===== config.mk =====
export PLATFORM = sky130hd
export DESIGN_NAME = stable_matching_seq
export DESIGN_NICKNAME = d
export VERILOG_FILES = /design/src/rtl/stable_matching_pkg.sv /design/src/rtl/sm_rank_cmp.sv /design/src/rtl/stable_matching_seq.sv
export SDC_FILE = /design/constraint.sdc
export NUM_CORES = 2
export LEC_CHECK = 0
export BUFFER_PORTS_ARGS = -buffer_cell sky130_fd_sc_hd__buf_2
export CORE_MARGIN = 3
export CORE_UTILIZATION = 25
export CTS_BUF_LIST = sky130_fd_sc_hd__clkbuf_4
export CTS_CLUSTER_DIAMETER = 100
export DETAILED_ROUTE_END_ITERATION = 7
export PLACE_DENSITY = 0.47
export SLEW_MARGIN = 10
export SYNTH_ARGS = -nofsm -noshare
export SYNTH_HDL_FRONTEND = slang
export SYNTH_SLANG_ARGS = --single-unit

===== constraint.sdc =====
create_clock -name clk -period 12.5 [get_ports clk]
set_clock_uncertainty 0.05 [all_clocks]
set_input_delay 0.625 -clock clk [delete_from_list [all_inputs] [get_ports clk]]
set_output_delay 0.625 -clock clk [all_outputs]
set_load 0.01 [all_outputs]

===== src/rtl/stable_matching_pkg.sv =====
// Shared helpers and FSM encoding for the sequential Gale-Shapley matcher.
package stable_matching_pkg;

  // ceil(log2(x)); returns 0 for x <= 1
  function automatic int sm_log2(input int x);
    int r;
    r = 0;
    for (int i = 0; i < 31; i++) begin
      if ((1 << i) < x) r = i + 1;
    end
    return r;
  endfunction

  function automatic int sm_pow2_round(input int x);
    return 1 << sm_log2(x);
  endfunction

  typedef enum logic [2:0] {
    IDLE = 3'd0,
    LOAD = 3'd1,
    RUN  = 3'd2,
    FIN  = 3'd3,
    DONE = 3'd4
  } sm_state_e;

endpackage


===== src/rtl/sm_rank_cmp.sv =====
// Decides whether receiver row prefers proposer s over its current partner s1:
// the first row entry equal to either one decides; no hit means not better.
module sm_rank_cmp #(
  parameter int Kr = 10,
  parameter int LS = 4
) (
  input  logic [Kr*LS-1:0] row,
  input  logic [LS-1:0]    s,
  input  logic [LS-1:0]    s1,
  output logic             better
);

  logic [Kr-1:0] eq_s;
  logic [Kr-1:0] eq_s1;

  for (genvar j = 0; j < Kr; j++) begin : g_eq
    assign eq_s[j]  = ~|(row[j*LS +: LS] ^ s);
    assign eq_s1[j] = ~|(row[j*LS +: LS] ^ s1);
  end

  logic seen;

  always_comb begin
    seen   = 1'b0;
    better = 1'b0;
    for (int j = 0; j < Kr; j++) begin
      if (!seen && (eq_s[j] || eq_s1[j])) begin
        better = eq_s[j];
        seen   = 1'b1;
      end
    end
  end

endmodule


===== src/rtl/stable_matching_seq.sv =====
// Sequential Gale-Shapley engine: captures preferences on start, issues one
// proposal per clock, and reports the final receiver->proposer match list.
// Handshake: start is taken only in IDLE/DONE; busy covers LOAD and RUN, and
// done is a single-cycle pulse in FIN, after which results hold until next start.
module stable_matching_seq
  import stable_matching_pkg::*;
#(
  parameter int Kr = 10,
  parameter int Ks = 10,
  parameter int S  = 10,
  parameter int R  = 10,
  localparam int LS  = sm_log2(S),
  localparam int LR  = sm_log2(R),
  localparam int PCW = sm_log2(Ks + 1),
  localparam int CW  = sm_log2(S * Ks + 1),
  localparam int RW  = R * Kr * LS,
  localparam int GW  = RW + S * Ks * LR
) (
  input  logic          clk,
  input  logic          rst_n,
  input  logic          start,
  input  logic [GW-1:0] g,
  output logic          busy,
  output logic          done,
  output logic [R*LS-1:0] o,
  output logic [R-1:0]  r_matched,
  output logic [CW-1:0] prop_cnt
);

  localparam logic [PCW-1:0] KS_P  = PCW'(Ks);
  localparam logic [LR:0]    R_LIM = (LR + 1)'(R);

  sm_state_e         state_q, state_d;
  logic [GW-1:0]     g_q;
  logic [PCW-1:0]    pc_q [S];
  logic [S-1:0]      s_is_match_q;
  logic [R-1:0]      r_matched_q;
  logic [LS-1:0]     o_q [R];
  logic [CW-1:0]     prop_cnt_q;

  logic [S-1:0]      cand;
  logic [S-1:0]      win_oh;
  logic              any_cand;
  logic [LS-1:0]     win;
  logic [PCW-1:0]    pref_idx;
  logic [LR-1:0]     r_sel;
  logic              r_ok;
  logic [LR-1:0]     r_idx;
  logic [Kr*LS-1:0]  r_row;
  logic [LS-1:0]     s1;
  logic              better;

  // Proposer selection: isolate lowest set candidate bit, then encode it.
  always_comb begin
    for (int i = 0; i < S; i++) begin
      cand[i] = (pc_q[i] != '0) && !s_is_match_q[i];
    end
  end

  assign win_oh   = cand & (~cand + S'(1));
  assign any_cand = |cand;

  always_comb begin
    win = '0;
    for (int i = 0; i < S; i++) begin
      if (win_oh[i]) win = win | LS'(i);
    end
  end

  always_comb begin
    pref_idx = KS_P - pc_q[win];
    r_sel    = g_q[RW + LR*Ks*int'(win) + LR*int'(pref_idx) +: LR];
    r_ok     = ({1'b0, r_sel} < R_LIM);
    r_idx    = r_ok ? r_sel : '0;
    r_row    = g_q[LS*Kr*int'(r_idx) +: Kr*LS];
    s1       = o_q[r_idx];
  end

  sm_rank_cmp #(.Kr(Kr), .LS(LS)) u_rank_cmp (
    .row    (r_row),
    .s      (win),
    .s1     (s1),
    .better (better)
  );

  always_comb begin
    state_d = state_q;
    case (state_q)
      IDLE, DONE: if (start) state_d = LOAD;
      LOAD:       state_d = RUN;
      RUN:        if (!any_cand) state_d = FIN;
      FIN:        state_d = DONE;
      default:    state_d = IDLE;
    endcase
  end

  always_ff @(posedge clk or negedge rst_n) begin
    if (!rst_n) begin
      state_q      <= IDLE;
      g_q          <= '0;
      s_is_match_q <= '0;
      r_matched_q  <= '0;
      prop_cnt_q   <= '0;
      for (int i = 0; i < S; i++) pc_q[i] <= '0;
      for (int i = 0; i < R; i++) o_q[i] <= '0;
    end else begin
      state_q <= state_d;
      case (state_q)
        IDLE, DONE: begin
          if (start) begin
            g_q          <= g;
            s_is_match_q <= '0;
            r_matched_q  <= '0;
            prop_cnt_q   <= '0;
            for (int i = 0; i < S; i++) pc_q[i] <= KS_P;
            for (int i = 0; i < R; i++) o_q[i] <= '0;
          end
        end
        RUN: begin
          if (any_cand) begin
            pc_q[win]  <= pc_q[win] - PCW'(1);
            prop_cnt_q <= prop_cnt_q + CW'(1);
            // Out-of-range receivers only consume the proposal.
            if (r_ok) begin
              if (!r_matched_q[r_idx]) begin
                o_q[r_idx]         <= win;
                r_matched_q[r_idx] <= 1'b1;
                s_is_match_q[win]  <= 1'b1;
              end else if (better) begin
                o_q[r_idx]        <= win;
                s_is_match_q[win] <= 1'b1;
                s_is_match_q[s1]  <= 1'b0;
              end
            end
          end
        end
        default: ;
      endcase
    end
  end

  assign busy      = (state_q == LOAD) || (state_q == RUN);
  assign done      = (state_q == FIN);
  assign r_matched = r_matched_q;
  assign prop_cnt  = prop_cnt_q;

  for (genvar r = 0; r < R; r++) begin : g_out
    assign o[r*LS +: LS] = o_q[r];
  end

endmodule


==> impl_metrics.json <==
{
  "relSlewSlack_pct": 16.3,
  "clock-sinks": 910,
  "vias_per_cell": 5.27,
  "clkTransAtPathRegs_ps": 60,
  "worst_slew_pin_slew_ps": 1260,
  "syn_nets": 6554,
  "fin_nets": 9250,
  "dieHeight_um": 445,
  "cpMaxStageDelayCell": "a311oi_1",
  "grt_antenna_before_repair": 60,
  "rsz0062_at_grt": "false",
  "core_mm2": 0.191,
  "worst_ep_required_time_ps": 13600,
  "yosysUniqueCellTypes": 103,
  "syn_avg_cell_area_um2": 8.39,
  "synthFlopType": "dfrtp_1",
  "holdWs_ps": 140,
  "post_drt_wl_per_cell_um": 28.8,
  "vias": 58800,
  "cts.hold.buffers_added": 1582,
  "grt_overflow_total": 0,
  "tns_ps": 0,
  "cts_resized": 0,
  "drcViolationCount": 0,
  "min_from": "g[364]",
  "place_area_mm2": 0.0573,
  "cts_tree": "done",
  "setup_viol": 0,
  "stdcell_count": 11200,
  "drt_iter0_markers": 5885,
  "io_buffers": 861,
  "post-route-cell-area_mm2": 0.0767,
  "critPathMaxFanout": 15,
  "ctsHtreeMaxLevel": 5,
  "grt_use_total_pct": 31.9,
  "insertion_delay_ps": 1360,
  "critPathCaptureType": "flip-flop",
  "drv_cap": 0,
  "outcome": "finished clean",
  "drive_above_1_share_pct": 21.9,
  "path_class": "flip-flop to flip-flop",
  "dp_cells": 9069,
  "startpoint": "pc_q[36]",
  "worstPathArrival_ps": 12860,
  "start_util_pct": 25.2,
  "fillers": 18600,
  "synth_area_mm2": 0.0481,
  "path_common_cell": "buf_4",
  "area_growth_pct": 59.6,
  "cp-start-kind": "flip-flop",
  "yosys_warnings": 0,
  "first_pass_iters": 8,
  "grt_max_degree": 222,
  "wirelength_um": 322000,
  "hpwl_um": 223000,
  "grt_pass1_wl_um": 452000,
  "grt_pass1_vias": 61100,
  "min_path_type": "input port to flip-flop",
  "post-route-min-period_ps": 11760,
  "ios": 862,
  "synth_edf_count": 0,
  "timing.fmax_ghz": 0.0851,
  "die_area_mm2": 0.198,
  "cts_buffers": 287,
  "fin_crit_sh_pct": 94.1,
  "netlist_instances": 5733,
  "hold_viol": 0,
  "rows": 160,
  "r2r-start": "pc_q[36]",
  "slew_viol_final": 0,
  "ys_ff_latch": 910,
  "seq_area_frac_synth_pct": 47.4,
  "drtAntennaViolNets": 0,
  "post_cts_buffers": 0,
  "async_flop_share_pct": 100,
  "slowest_delay_ps": 820,
  "routabilityCongestion": 1.00,
  "cts_root_buf": "clkbuf_4",
  "die_x_um": 445,
  "clockBufferDepth": 4
}
## layout by cell type, fill, tap and decap left out, types with 46 or more instances in the layout
master,Yosys,routed
nand3_1,157,157
mux2_2,59,58
dfrtp_1,910,910
a31oi_1,57,56
o21ai_0,149,148
nand2_1,2630,2628
mux2i_1,74,74
xnor2_1,49,46
inv_1,48,48
o22ai_1,68,68
a21oi_1,85,85
nor2_1,127,125
mux4_2,68,68
clkbuf_4,0,416
a211oi_1,63,63
buf_2,52,860
dlygate4sd3_1,0,1581
o221ai_1,48,48
diode_2,0,55
buf_4,19,334
nor4_1,56,55
## final timing paths
kind | depth (start not counted) | slack (ps) | to
setup / recovery | 42 | 740 | o[10]
hold / removal | 4 | 140 | g_q[364]
setup reg to reg | 42 | 740 | o[10]
hold reg to reg | 2 | 410 | g_q[489]
max in group asynchronous | 6 | 9250 | g_q[16]
min in group asynchronous | 4 | 600 | g_q[386]
## cells in the mapped netlist, types with 33 or more instances
master	number	share of area [%]
a211oi_1	63	0.98
a21oi_1	85	0.88
a221oi_1	34	0.62
a31oi_1	57	0.74
and4_1	44	0.80
buf_2	52	0.54
clkbuf_1	300	2.3
dfrtp_1	910	47
inv_1	48	0.37
mux2_2	59	1.4
mux2i_1	74	1.5
mux4_2	68	3.2
nand2_1	2630	21
nand3_1	157	1.6
nand4_1	33	0.43
nor2_1	127	0.99
nor3_1	34	0.35
nor4_1	56	0.73
o21ai_0	149	1.6
o221ai_1	48	0.87
o22ai_1	68	0.88
o2bb2ai_1	44	0.80
or3_1	34	0.44
xnor2_1	49	0.89
## through the flow
| stage | utilization, % | setup slack, ps |
|---|---|---|
| floorplan | - | 1430 |
| global placement | 30.1 | 457 |
| detailed placement | 30.1 | 975 |
| CTS | 40.2 | 914 |
| global route | 40.2 | 404 |
| finish | 40.3 | 742 |
## per-layer routing
metal	up-vias	global-route usage, %	share of wire (%)
li1	25200	-	-
met1	28900	36.1	37
met2	3497	51.5	47
met3	1300	7.85	7.5
met4	32	24.8	8.9
met5	-	0.244	0.060
## area by class of cell
cell class	instances	area (um2)	area share [%]
Antenna cell	55	138	0.179
Clock buffer	416	3120	4.07
Clock inverter	49	277	0.360
Inverter	51	199	0.259
Multi-Input combinational cell	4357	23500	30.6
Sequential cell	910	22800	29.7
Tap cell	2511	3140	4.09
Timing Repair Buffer	2822	23600	30.7
## flip-flops by register name, summed over array words and instances, names as in the netlist
| name | cells |
|---|---|
| g_q | 800 |
| o | 40 |
| pc_q | 40 |
| r_matched | 10 |
| s_is_match_q | 10 |
| prop_cnt | 7 |
| state_q | 3 |
## kinds of logic after synthesis
kind of cell,count (synthesis),synth area share [%]
buffers and inverters,466,4.21
AOI/OAI and AO/OA,836,12.7
adders and majority gates,18,0.500
muxes,209,6.32
DFF,910,47.4
and+or+nand+nor,3219,27.5
xor gates and xnor gates,75,1.37
## worst max-delay path, delay by kind of cell, from the launching register on
family	cells	cell delay [ps]
compound gates	10	2600
xor+xnor	3	740
buf+inv	13	2270
flops	1	400
simple gates	12	4160
mux	1	540
fa+ha+maj	3	880
Power is not shown: default switching activity piles up to over one toggle a cycle in this logic, so the estimate is an artifact.
